$ cat config.mk
export PLATFORM = sky130hd
export DESIGN_NAME = multi_zone_alarm_ctrl
export DESIGN_NICKNAME = d
export VERILOG_FILES = /design/src/rtl/alarm_pkg.sv /design/src/rtl/alarm_down_counter.sv /design/src/rtl/multi_zone_alarm_ctrl.sv
export SDC_FILE = /design/constraint.sdc
export NUM_CORES = 1
export LEC_CHECK = 0
export CAP_MARGIN = 40
export CELL_PAD_IN_SITES_DETAIL_PLACEMENT = 1
export CELL_PAD_IN_SITES_GLOBAL_PLACEMENT = 2
export CORE_MARGIN = 3
export CORE_UTILIZATION = 30
export CTS_CLUSTER_DIAMETER = 150
export DETAILED_ROUTE_END_ITERATION = 10
export GPL_TIMING_DRIVEN = 1
export PLACE_DENSITY_LB_ADDON = 0.1
export SLEW_MARGIN = 40
export SYNTH_ARGS = -nofsm -noshare
export SYNTH_HDL_FRONTEND = slang
export SYNTH_SLANG_ARGS = --single-unit
$ cat constraint.sdc
create_clock -name clk -period 4.4 [get_ports clk]
set_input_delay 0.66 -clock clk [delete_from_list [all_inputs] [get_ports clk]]
set_output_delay 0.66 -clock clk [all_outputs]
set_load 0.1 [all_outputs]
$ cat src/rtl/alarm_pkg.sv
// Shared state encoding for the multi-zone alarm controller.
package alarm_pkg;

    localparam int STATE_W = 2;

    typedef enum logic [STATE_W-1:0] {
        OFF       = 2'b00,
        ARMED     = 2'b01,
        TRIGGERED = 2'b10,
        ALARM_ON  = 2'b11
    } alarm_state_t;

endpackage

$ cat src/rtl/alarm_down_counter.sv
// Loadable down-counter that stops at zero and holds while en is low.
module alarm_down_counter #(
    parameter int W = 8
) (
    input  logic         clk,
    input  logic         rst,
    input  logic         en,
    input  logic         load,
    input  logic [W-1:0] value,
    output logic [W-1:0] count,
    output logic         zero
);

    always_ff @(posedge clk or posedge rst) begin
        if (rst) begin
            count <= '0;
        end else if (en) begin
            if (load) begin
                count <= value;
            end else if (count != '0) begin
                count <= count - 1'b1;
            end
        end
    end

    assign zero = (count == '0);

endmodule

$ cat src/rtl/multi_zone_alarm_ctrl.sv
// Multi-zone alarm FSM with entry delay, siren timeout and tripped-zone latch.
// Define ALARM_BYPASS_EN to add the per-zone bypass mask input.
module multi_zone_alarm_ctrl
    import alarm_pkg::*;
#(
    parameter  int NUM_ZONES    = 4,
    parameter  int ENTRY_DELAY  = 16,
    parameter  int ALARM_CYCLES = 64,
    localparam int MAX_CNT      = (ENTRY_DELAY > ALARM_CYCLES) ? ENTRY_DELAY : ALARM_CYCLES,
    localparam int CNT_W        = $clog2(MAX_CNT + 1)
) (
    input  logic                 clk,
    input  logic                 rst,
    input  logic                 ena,
    input  logic                 arm,
    input  logic                 disarm,
    input  logic [NUM_ZONES-1:0] sensor,
`ifdef ALARM_BYPASS_EN
    input  logic [NUM_ZONES-1:0] bypass,
`endif
    output logic [STATE_W-1:0]   state,
    output logic                 alarm,
    output logic                 arm_fault,
    output logic [NUM_ZONES-1:0] zone_latched,
    output logic [CNT_W-1:0]     countdown
);

    alarm_state_t         state_q;
    alarm_state_t         next_state;
    logic [NUM_ZONES-1:0] active;
    logic                 any_active;
    logic                 cnt_load;
    logic [CNT_W-1:0]     cnt_value;
    logic [CNT_W-1:0]     cnt;
    logic                 cnt_zero;
    logic                 latch_clr;
    logic [NUM_ZONES-1:0] latch_set;
    logic                 fault_set;
    logic                 fault_q;

`ifdef ALARM_BYPASS_EN
    assign active = sensor & ~bypass;
`else
    assign active = sensor;
`endif
    assign any_active = |active;

    alarm_down_counter #(.W(CNT_W)) u_counter (
        .clk   (clk),
        .rst   (rst),
        .en    (ena),
        .load  (cnt_load),
        .value (cnt_value),
        .count (cnt),
        .zero  (cnt_zero)
    );

    always_comb begin
        next_state = state_q;
        cnt_load   = 1'b0;
        cnt_value  = '0;
        latch_clr  = 1'b0;
        latch_set  = '0;
        fault_set  = 1'b0;
        if (disarm) begin
            next_state = OFF;
            cnt_load   = 1'b1;
            latch_clr  = 1'b1;
        end else begin
            case (state_q)
                OFF: begin
                    if (arm) begin
                        if (any_active) begin
                            fault_set = 1'b1;
                        end else begin
                            next_state = ARMED;
                            latch_clr  = 1'b1;
                        end
                    end
                end
                ARMED: begin
                    latch_set = active;
                    if (any_active) begin
                        next_state = TRIGGERED;
                        cnt_load   = 1'b1;
                        cnt_value  = CNT_W'(ENTRY_DELAY - 1);
                    end
                end
                TRIGGERED: begin
                    latch_set = active;
                    if (cnt_zero) begin
                        next_state = ALARM_ON;
                        cnt_load   = 1'b1;
                        cnt_value  = CNT_W'(ALARM_CYCLES - 1);
                    end
                end
                ALARM_ON: begin
                    // Fresh sensor activity only latches; the siren timeout keeps running.
                    latch_set = active;
                    if (cnt_zero) begin
                        next_state = ARMED;
                        cnt_load   = 1'b1;
                    end
                end
                default: next_state = OFF;
            endcase
        end
    end

    always_ff @(posedge clk or posedge rst) begin
        if (rst) begin
            state_q      <= OFF;
            zone_latched <= '0;
            fault_q      <= 1'b0;
        end else begin
            fault_q <= ena & fault_set;
            if (ena) begin
                state_q <= next_state;
                if (latch_clr) begin
                    zone_latched <= '0;
                end else begin
                    zone_latched <= zone_latched | latch_set;
                end
            end
        end
    end

    assign state     = state_q;
    assign alarm     = (state_q == ALARM_ON);
    assign arm_fault = fault_q;
    assign countdown = (state_q == TRIGGERED || state_q == ALARM_ON) ? cnt : '0;

endmodule

## Word level (Yosys, flattened, before mapping)

Index checks and enable logic that the tools add are counted.

- Logic and storage cells: 53
- Bits in registers: 14
- Output and inout bits: 15

- Reductions and logical operators: 10
- Mux-type cells: 28
- Equality and inequality tests: 8
- Bitwise gates (word level): 2
- Add/subtract/negate cells: 1

Operator list:

| cell | number |
|---|---|
| two-way mux 7 bit | 3 |
| two-way mux 4 bit | 4 |
| two-way mux 2 bit | 6 |
| two-way mux 6 bit | 2 |
| inequality test 3 bit, second input constant | 4 |
| case mux 6 bit (2 select lines) | 1 |
| two-way mux 1 bit | 10 |
| case mux 2 bit (4 select lines) | 1 |
| zero test 7 bit | 1 |
| nonzero test 7 bit | 1 |
| subtractor 7 x 1 -> 7 bit, second input constant | 1 |
| AND reduction 6 bit | 1 |
| == test 2 bit, second input constant | 2 |
| OR 4 bit | 1 |
| OR reduction 4 bit | 1 |
| inequality test 3 x 2 -> 1 bit, second input constant | 1 |
| OR reduction 3 bit | 1 |
| == test 2 x 1 -> 1 bit, second input constant | 1 |
| zero test 2 bit | 1 |
| case mux 1 bit (2 select lines) | 1 |
| AND reduction 2 bit | 1 |
| nonzero test 2 bit | 1 |
| OR reduction 2 bit | 1 |
| bitwise AND 1 bit | 1 |
| logical OR 1 bit | 1 |

## Depth between registers and ports, before layout

Gate-level depths: netlist of the first run.

- Depth in word-level cells: 6
- Gate-level depth with buffers: 8
- Depth with buffers taken out: 7

## By module

A second synthesis of the first run with hierarchy kept.

- Cell total of the unflattened synthesis: 109
- Area, all modules: 1004.7 sq um

Modules (own cells, without submodules):

| module | cells an instance | times used | area an instance (sq um) |
|---|---|---|---|
| alarm_down_counter | 54 | 1 | 514.2 |
| multi_zone_alarm_ctrl | 55 | 1 | 490.5 |

## Worst setup path before layout of the first run

Ideal clock, no wire load.

- Path type: register -> output
- Start: reg state_q[1], in the netlist state[1]
- End: out countdown[0]
- Path buffers: 0
- Stages on the path, launching flop included: 3
- Arrival time: 2.742 ns
- Data required time: 3.740 ns
- Path slack: 0.998 ns
- Cells stage by stage: dfrtp_1 clkinv_1 nor2_1

- Word-level cells in the longest chain between the ends: 3

Ends and longest elaborated chain:

| element | RTL line | text |
|---|---|---|
| from (decl) | multi_zone_alarm_ctrl.sv:28 | `alarm_state_t state_q;` |
| from (signal assigned) | multi_zone_alarm_ctrl.sv:118 | `state_q <= next_state;` |
| == test 2 bit | multi_zone_alarm_ctrl.sv:131 | `assign countdown = (state_q == TRIGGERED \|\| state_q == ALARM_ON) ? cnt : '0;` |
| logical OR 1 bit * | multi_zone_alarm_ctrl.sv:131 |  |
| two-way mux 7 bit * | multi_zone_alarm_ctrl.sv:131 |  |
| to (decl) | multi_zone_alarm_ctrl.sv:25 | `output logic [CNT_W-1:0] countdown` |

Every way passes the cells marked *; elsewhere a longest branch is shown, timed or not.

## Final worst setup path of the first run

- Start: in sensor[0]
- End: reg u_counter.count[3]

- Word-level cells in the longest chain between the ends: 6

Ends and longest elaborated chain:

| element | RTL line | text |
|---|---|---|
| from (decl) | multi_zone_alarm_ctrl.sv:17 | `input logic [NUM_ZONES-1:0] sensor,` |
| OR reduction 4 bit * | multi_zone_alarm_ctrl.sv:46 | `assign any_active = \|active;` |
| two-way mux 1 bit | multi_zone_alarm_ctrl.sv:83 | `if (any_active) begin` |
| case mux 1 bit (2 select lines) | multi_zone_alarm_ctrl.sv:70 | `case (state_q)` |
| two-way mux 1 bit | multi_zone_alarm_ctrl.sv:65 | `if (disarm) begin` |
| nonzero test 2 bit (no source line) | - |  |
| AND reduction 2 bit (no source line) | - |  |
| to (signal assigned) | alarm_down_counter.sv:19 | `count <= value;` |
| to (signal assigned) | alarm_down_counter.sv:21 | `count <= count - 1'b1;` |
| to (decl) | alarm_down_counter.sv:10 | `output logic [W-1:0] count,` |

Marked as above.
A chain may end at the register's enable or synchronous reset.

==> results of run 1 <==
-- layout make-up --
| cell class | count | area [µm²] |
|---|---|---|
| multi-input cells | 78 | 539.3 |
| repair buffers | 23 | 155.1 |
| clock buffers | 4 | 36.28 |
| fillers | 358 | 1702 |
| well taps | 42 | 52.55 |
| inverters | 11 | 41.29 |
| flip-flops and latches | 14 | 350.3 |
-- sequential cells by signal (all words and copies together) (netlist names) --
| register | flops |
|---|---|
| arm_fault | 1 |
| state | 2 |
| u_counter.count | 7 |
| zone_latched | 4 |
-- cells by family after synthesis --
family	synth area share (%)
flip-flops	37.09
AND/OR/NAND/NOR	20.00
AO/OA/AOI/OAI	23.18
buffers and inverters	6.358
multiplexers	5.431
adder cells (fa/ha/maj)	7.947
-- where the power goes --
part	total, mW	internal [mW]	switching [mW]
combinational	0.572	0.143	0.428
clock	0.0997	0.0505	0.0493
sequential	0.231	0.180	0.0502
-- layout by cell type (no fill, tap or decap), drive strengths merged, types with 3 or more instances in the layout --
master / instances
a21boi: 3
a21oi: 6
and3: 3
buf: 15
clkbuf: 4
clkdlybuf4s50: 8
dfrtp: 14
ha: 6
inv: 10
mux2i: 4
nand2: 8
nor2: 13
nor3: 4
o21ai: 6
o31a: 3
-- metrics by stage --
stage	setup WS [ps]	area [µm²]
finish	1945	1175
global route	1728	1175
CTS	1844	1170
detailed placement	1685	1134
global placement	1639	1209
floorplan	998.2	944.7
-- per-layer routing --
metal,vias to the layer above,global-route usage [%],routed length [µm]
met5,-,0,0
met4,0,2.486,10
met3,2,4.505,108
met2,19,22.85,1146
met1,432,20.81,1358
li1,431,-,-
-- worst paths after layout --
path                                 start            endpoint  cells after the start
max                              sensor[0]  u_counter.count[3]                      6
min                        zone_latched[1]     zone_latched[1]                      2
max reg2reg                       state[1]  u_counter.count[3]                      7
min reg2reg                zone_latched[1]     zone_latched[1]                      2
max in group asynchronous              rst            state[1]                      2
min in group asynchronous              rst     zone_latched[3]                      2
-- tightest hold or removal path, cell delays in order, from the launching register on --
cell and delay, ps:
dfrtp_1 350, a21oi_1 40, nor2_1 70
==> results.py, run 1 <==
metrics = {
    "critical_path": {
        "crit_path_max_incr_delay_ps": 480,
        "reg2reg_slack_ps": 1960,
        "critPathSlowestCell": "o41a_1",
        "required_ps": 4560,
        "path_max_fanout": 7,
        "path_buf_inv": 1,
        "cp_cell_sequence": "clkdlybuf4s50_1, o41a_1, a21oi_1, o31a_1, mux2i_1, a22oi_1",
        "worstSetupPathType": "primary input to register",
        "cp.arrival_ps": 2610,
        "start_kind": "primary input",
        "path_delay_family": "compound AO/OA/AOI/OAI gates",
        "worstSetupEndpointType": "register",
    },
    "grt": {
        "grt_max_degree": 15,
        "grt_pass1_vias": 942,
        "antenna_found_initial": 0,
        "grt_pass1_wl_mm": 4.629,
        "grt_use_total_pct": 14.84,
        "grt_overflow_total": 0,
    },
    "drt": {
        "drcViolationCount": 0,
        "first_iter_violations": 38,
        "postRouteAntennaNets": 0,
        "vias_per_cell": 5.140,
        "drt_wl_total_mm": 2.624,
        "vias": 884,
        "drt_first_pass_iters": 4,
        "wl_per_cell_um": 15.26,
    },
    "finish": {
        "nets": 146,
        "antenna_cells": 0,
        "synthToLayoutAreaGrowth_pct": 24.37,
        "layout-drive-gt1-share_pct": 17.69,
        "final_cell_count_no_fill": 172,
        "final_util_pct": 40.84,
    },
    "clock_network": {
        "clk_pin_slew_worst_paths_ps": 100,
        "cts_buffer_depth": 2,
        "cts_sinks": 14,
        "cts_hold_buffers": 0,
        "cts-buffers-inserted": 3,
        "post-cts-setup-buffers": 0,
        "root_buffer": "clkbuf_4",
        "htreeDepth": 1,
        "cts_tree": "yes",
        "clk_latency_ps": 290,
        "cts_resized": 0,
    },
    "synthesis": {
        "post-synth-top-area-cell": "dfrtp_1",
        "synth_area_leaders": "dfrtp_1 (37%), ha_1 (7.9%), nor2_1 (5.2%)",
        "synthTopCellsByCount": "dfrtp_1 (14), nor2_1 (13), inv_1 (10)",
        "ys.warnings.count": 0,
        "synth_flop_cell": "dfrtp_1",
        "yosysSeqAreaShare_pct": 37.09,
        "synth_top_area_share_pct": 37.09,
        "synth.avg_cell_area_um2": 8.997,
        "synth_edf_count": 0,
        "ys_ff_latch": 14,
        "syn_nets": 120,
        "post-synth-top-count-cell": "dfrtp_1",
        "ys_types": 37,
        "synthCells": 105,
        "syn_area_um2": 944.7,
        "postSynth.asyncResetShare_pct": 100.0,
    },
    "timing": {
        "finalCritPeriodShare_pct": 55.80,
        "fmax_ghz": 0.4073,
        "drv_slew": 0,
        "timing.hold.ws_ps": 503.3,
        "tns_ps": 0,
        "finalHoldViolCount": 0,
        "rsz0062_at_grt": "false",
        "min_period_ps": 2455,
        "setup_violations": 0,
        "finalClockSkew_ps": 0.7567,
        "slew_headroom_pct": 61.13,
        "worstMarginPinSlew_ps": 582.4,
    },
    "floorplanning": {
        "pin_count": 24,
        "dieHeight_um": 62.12,
        "initial_core_util_pct": 32.84,
        "die_w_um": 62.12,
        "dieArea_um2": 3858,
        "rows": 19,
        "coreArea_um2": 2877,
    },
    "power_and_ir_drop": {
        "p_per_area_nw_per_um2": 767.8,
        "ir_drop_mv": 0.3615,
        "power.total_uw": 902.0,
        "power.leakage_nw": 0.5775,
    },
    "placed_design": {
        "place.gp.congestion": 0.7224,
        "port-buffer-count": 23,
        "hpwl_mm": 2.015,
        "dp.cells": 168,
    },
    "flow_run": {
        "cap_viol_max_count": 0,
    },
    "hold_path": {
        "min_path_type": "register to register",
    },
    "status": {
        "status": "complete, no violations",
    },
}
(Power assumes the default switching activity.)
==> inputs of run 2 (changes only) <==
--- a/config.mk
+++ b/config.mk
@@ -9,7 +9,7 @@
 export CELL_PAD_IN_SITES_DETAIL_PLACEMENT = 1
 export CELL_PAD_IN_SITES_GLOBAL_PLACEMENT = 2
 export CORE_MARGIN = 3
-export CORE_UTILIZATION = 30
+export CORE_UTILIZATION = 28
 export CTS_CLUSTER_DIAMETER = 150
 export DETAILED_ROUTE_END_ITERATION = 10
 export GPL_TIMING_DRIVEN = 1
==> constraint.sdc (replaced) <==
create_clock -name clk -period 2.5 [get_ports clk]
set_input_delay 0.375 -clock clk [delete_from_list [all_inputs] [get_ports clk]]
set_output_delay 0.375 -clock clk [all_outputs]
set_load 0.1 [all_outputs]
==> results.py, run 2 (synthesis results as in run 1) <==
metrics = {
    "status": {
        "status": "complete, no violations",
    },
    "drt": {
        "wl_met3_um": 107,
        "vias": 869,
        "wl_per_cell_um": 15.25,
        "postRouteAntennaNets": 0,
        "drcViolationCount": 0,
        "vias_per_cell": 4.882,
        "drt_wl_total_mm": 2.714,
        "routed-wl-met2_mm": 1.378,
        "first_iter_violations": 29,
        "drt-met1-wl_mm": 1.207,
        "drt_first_pass_iters": 4,
        "top_layer": "met4",
    },
    "critical_path": {
        "cp.arrival_ps": 2280,
        "required_ps": 2640,
        "reg2reg_to": "u_counter.count[5]",
        "path_max_fanout": 7,
        "reg2regPathDepth": 7,
        "reg2reg_slack_ps": 420,
        "worstSetupEndpointType": "register",
        "start_kind": "primary input",
        "worstSetupPathType": "primary input to register",
        "reg2reg_from": "state[1]",
    },
    "finish": {
        "fillers": 394,
        "nets": 150,
        "final_cell_count_no_fill": 178,
        "synthToLayoutAreaGrowth_pct": 33.11,
        "antenna_cells": 0,
        "layout-drive-gt1-share_pct": 25.37,
        "largest_reg_flops": 7,
        "layout_commonest_cell": "buf_4",
        "final_util_pct": 40.20,
        "most-common-layout-cells": "buf_4 (19), dfrtp_1 (12), inv_1 (10)",
        "top_register": "u_counter.count",
    },
    "placed_design": {
        "port-buffer-count": 23,
        "hpwl_mm": 2.152,
        "place.gp.congestion": 0.7676,
        "dp.cells": 174,
    },
    "timing": {
        "tns_ps": 0,
        "worstMarginPinSlew_ps": 572.4,
        "setup_violations": 0,
        "finalCritPeriodShare_pct": 85.27,
        "rsz0062_at_grt": "false",
        "drv_slew": 0,
        "slew_headroom_pct": 61.80,
        "finalClockSkew_ps": 1.730,
        "finalHoldViolCount": 0,
        "fmax_ghz": 0.4691,
        "min_period_ps": 2132,
    },
    "flow_run": {
        "cap_viol_max_count": 0,
    },
    "clock_network": {
        "post-cts-setup-buffers": 0,
        "cts_buffer_depth": 2,
        "cts_resized": 0,
        "htreeDepth": 1,
        "cts_sinks": 14,
        "root_buffer": "clkbuf_4",
        "cts_hold_buffers": 0,
        "cts-buffers-inserted": 3,
        "clk_latency_ps": 280,
        "cts_tree": "yes",
        "clk_pin_slew_worst_paths_ps": 90,
    },
    "power_and_ir_drop": {
        "switching_share_pct": 57.09,
        "intPower_uw": 706.5,
        "pwr-share-clk_pct": 10.3,
        "power_frac_comb_pct": 64.8,
        "power.leakage_nw": 0.5888,
        "p_per_area_nw_per_um2": 1309,
        "p_seq_share_pct": 25.0,
        "ir_drop_mv": 0.3662,
        "power_switching_uw": 939.9,
    },
    "grt": {
        "grt_overflow_total": 0,
        "antenna_found_initial": 0,
        "grt_use_total_pct": 14.73,
        "grt_pass1_wl_mm": 4.712,
        "grt_pass1_vias": 959,
        "grt_max_degree": 15,
    },
    "hold_path": {
        "min_path_type": "primary input to async pin",
    },
    "floorplanning": {
        "dieHeight_um": 64.09,
        "dieArea_um2": 4107,
        "rows": 20,
        "die_w_um": 64.09,
        "pin_count": 24,
        "coreArea_um2": 3128,
        "initial_core_util_pct": 30.20,
    },
}
[run 2: changes by cell type in the layout (fill, tap and decap cells not counted), sizes merged]
cell / change
buf: +4
[run 2: critical path, cell delays in order]
cell             delay, ps
clkdlybuf4s50_1        460
o41a_1                 480
a21oi_1                210
o31a_1                 400
mux2i_1                250
a22oi_1                100
[run 2: area by class of cell]
| class | count | area (µm²) | share of cell area [%] |
|---|---|---|---|
| flip-flops and latches | 14 | 352.8 | 28.06 |
| repair buffers | 27 | 222.7 | 17.71 |
| clock buffers | 4 | 36.28 | 2.886 |
| well taps | 44 | 55.05 | 4.378 |
| inverters | 11 | 41.29 | 3.284 |
| multi-input cells | 78 | 549.3 | 43.68 |
[run 2: how the worst max path moves through the flow]
| stage | from | to | slack (ps) | cells after the start |
|---|---|---|---|---|
| after global routing | state[1] | u_counter.count[3] | 220 | 7 |
| after floorplan | state[1] | u_counter.count[6] | 9 | 7 |
| final | sensor[0] | u_counter.count[2] | 370 | 6 |
| after global placement | sensor[0] | u_counter.count[2] | 110 | 6 |
| after CTS | sensor[0] | u_counter.count[3] | 360 | 6 |
| after detailed placement | sensor[0] | u_counter.count[3] | 30 | 6 |
[run 2: per-stage QoR]
step	power (mW)	area [µm²]	setup WS [ps]	hold slack (ps)
floorplan	1.239	962.2	9.461	264.1
global placement	1.486	1221	113.3	483.5
detailed placement	1.495	1221	34.68	495.4
CTS	1.671	1257	361.3	479.6
global route	1.785	1257	215.7	500.8
finish	1.646	1257	368.2	443.1
[run 2: power groups by stage]
stage | combinational, mW | clock, mW | sequential, mW
6_report | 1.07 | 0.169 | 0.411
5_1_grt | 1.16 | 0.189 | 0.432
4_1_cts | 1.08 | 0.177 | 0.413
3_5_place_dp | 1.08 | 0 | 0.417
3_3_place_gp | 1.07 | 0 | 0.416
2_1_floorplan | 0.537 | 0 | 0.701
[run 2: metal layers]
layer	track usage [%]	up-vias
met4	4.852	0
met2	24.52	13
li1	-	436
met1	18.78	418
met5	0	-
met3	3.163	2
==> inputs of run 3 (changes only) <==
--- a/config.mk
+++ b/config.mk
@@ -14,7 +14,6 @@
 export DETAILED_ROUTE_END_ITERATION = 10
 export GPL_TIMING_DRIVEN = 1
 export PLACE_DENSITY_LB_ADDON = 0.1
-export SLEW_MARGIN = 40
 export SYNTH_ARGS = -nofsm -noshare
 export SYNTH_HDL_FRONTEND = slang
 export SYNTH_SLANG_ARGS = --single-unit
==> results of run 3 <==
The final DEF is identical to that of run 2; final timing and power are the same.
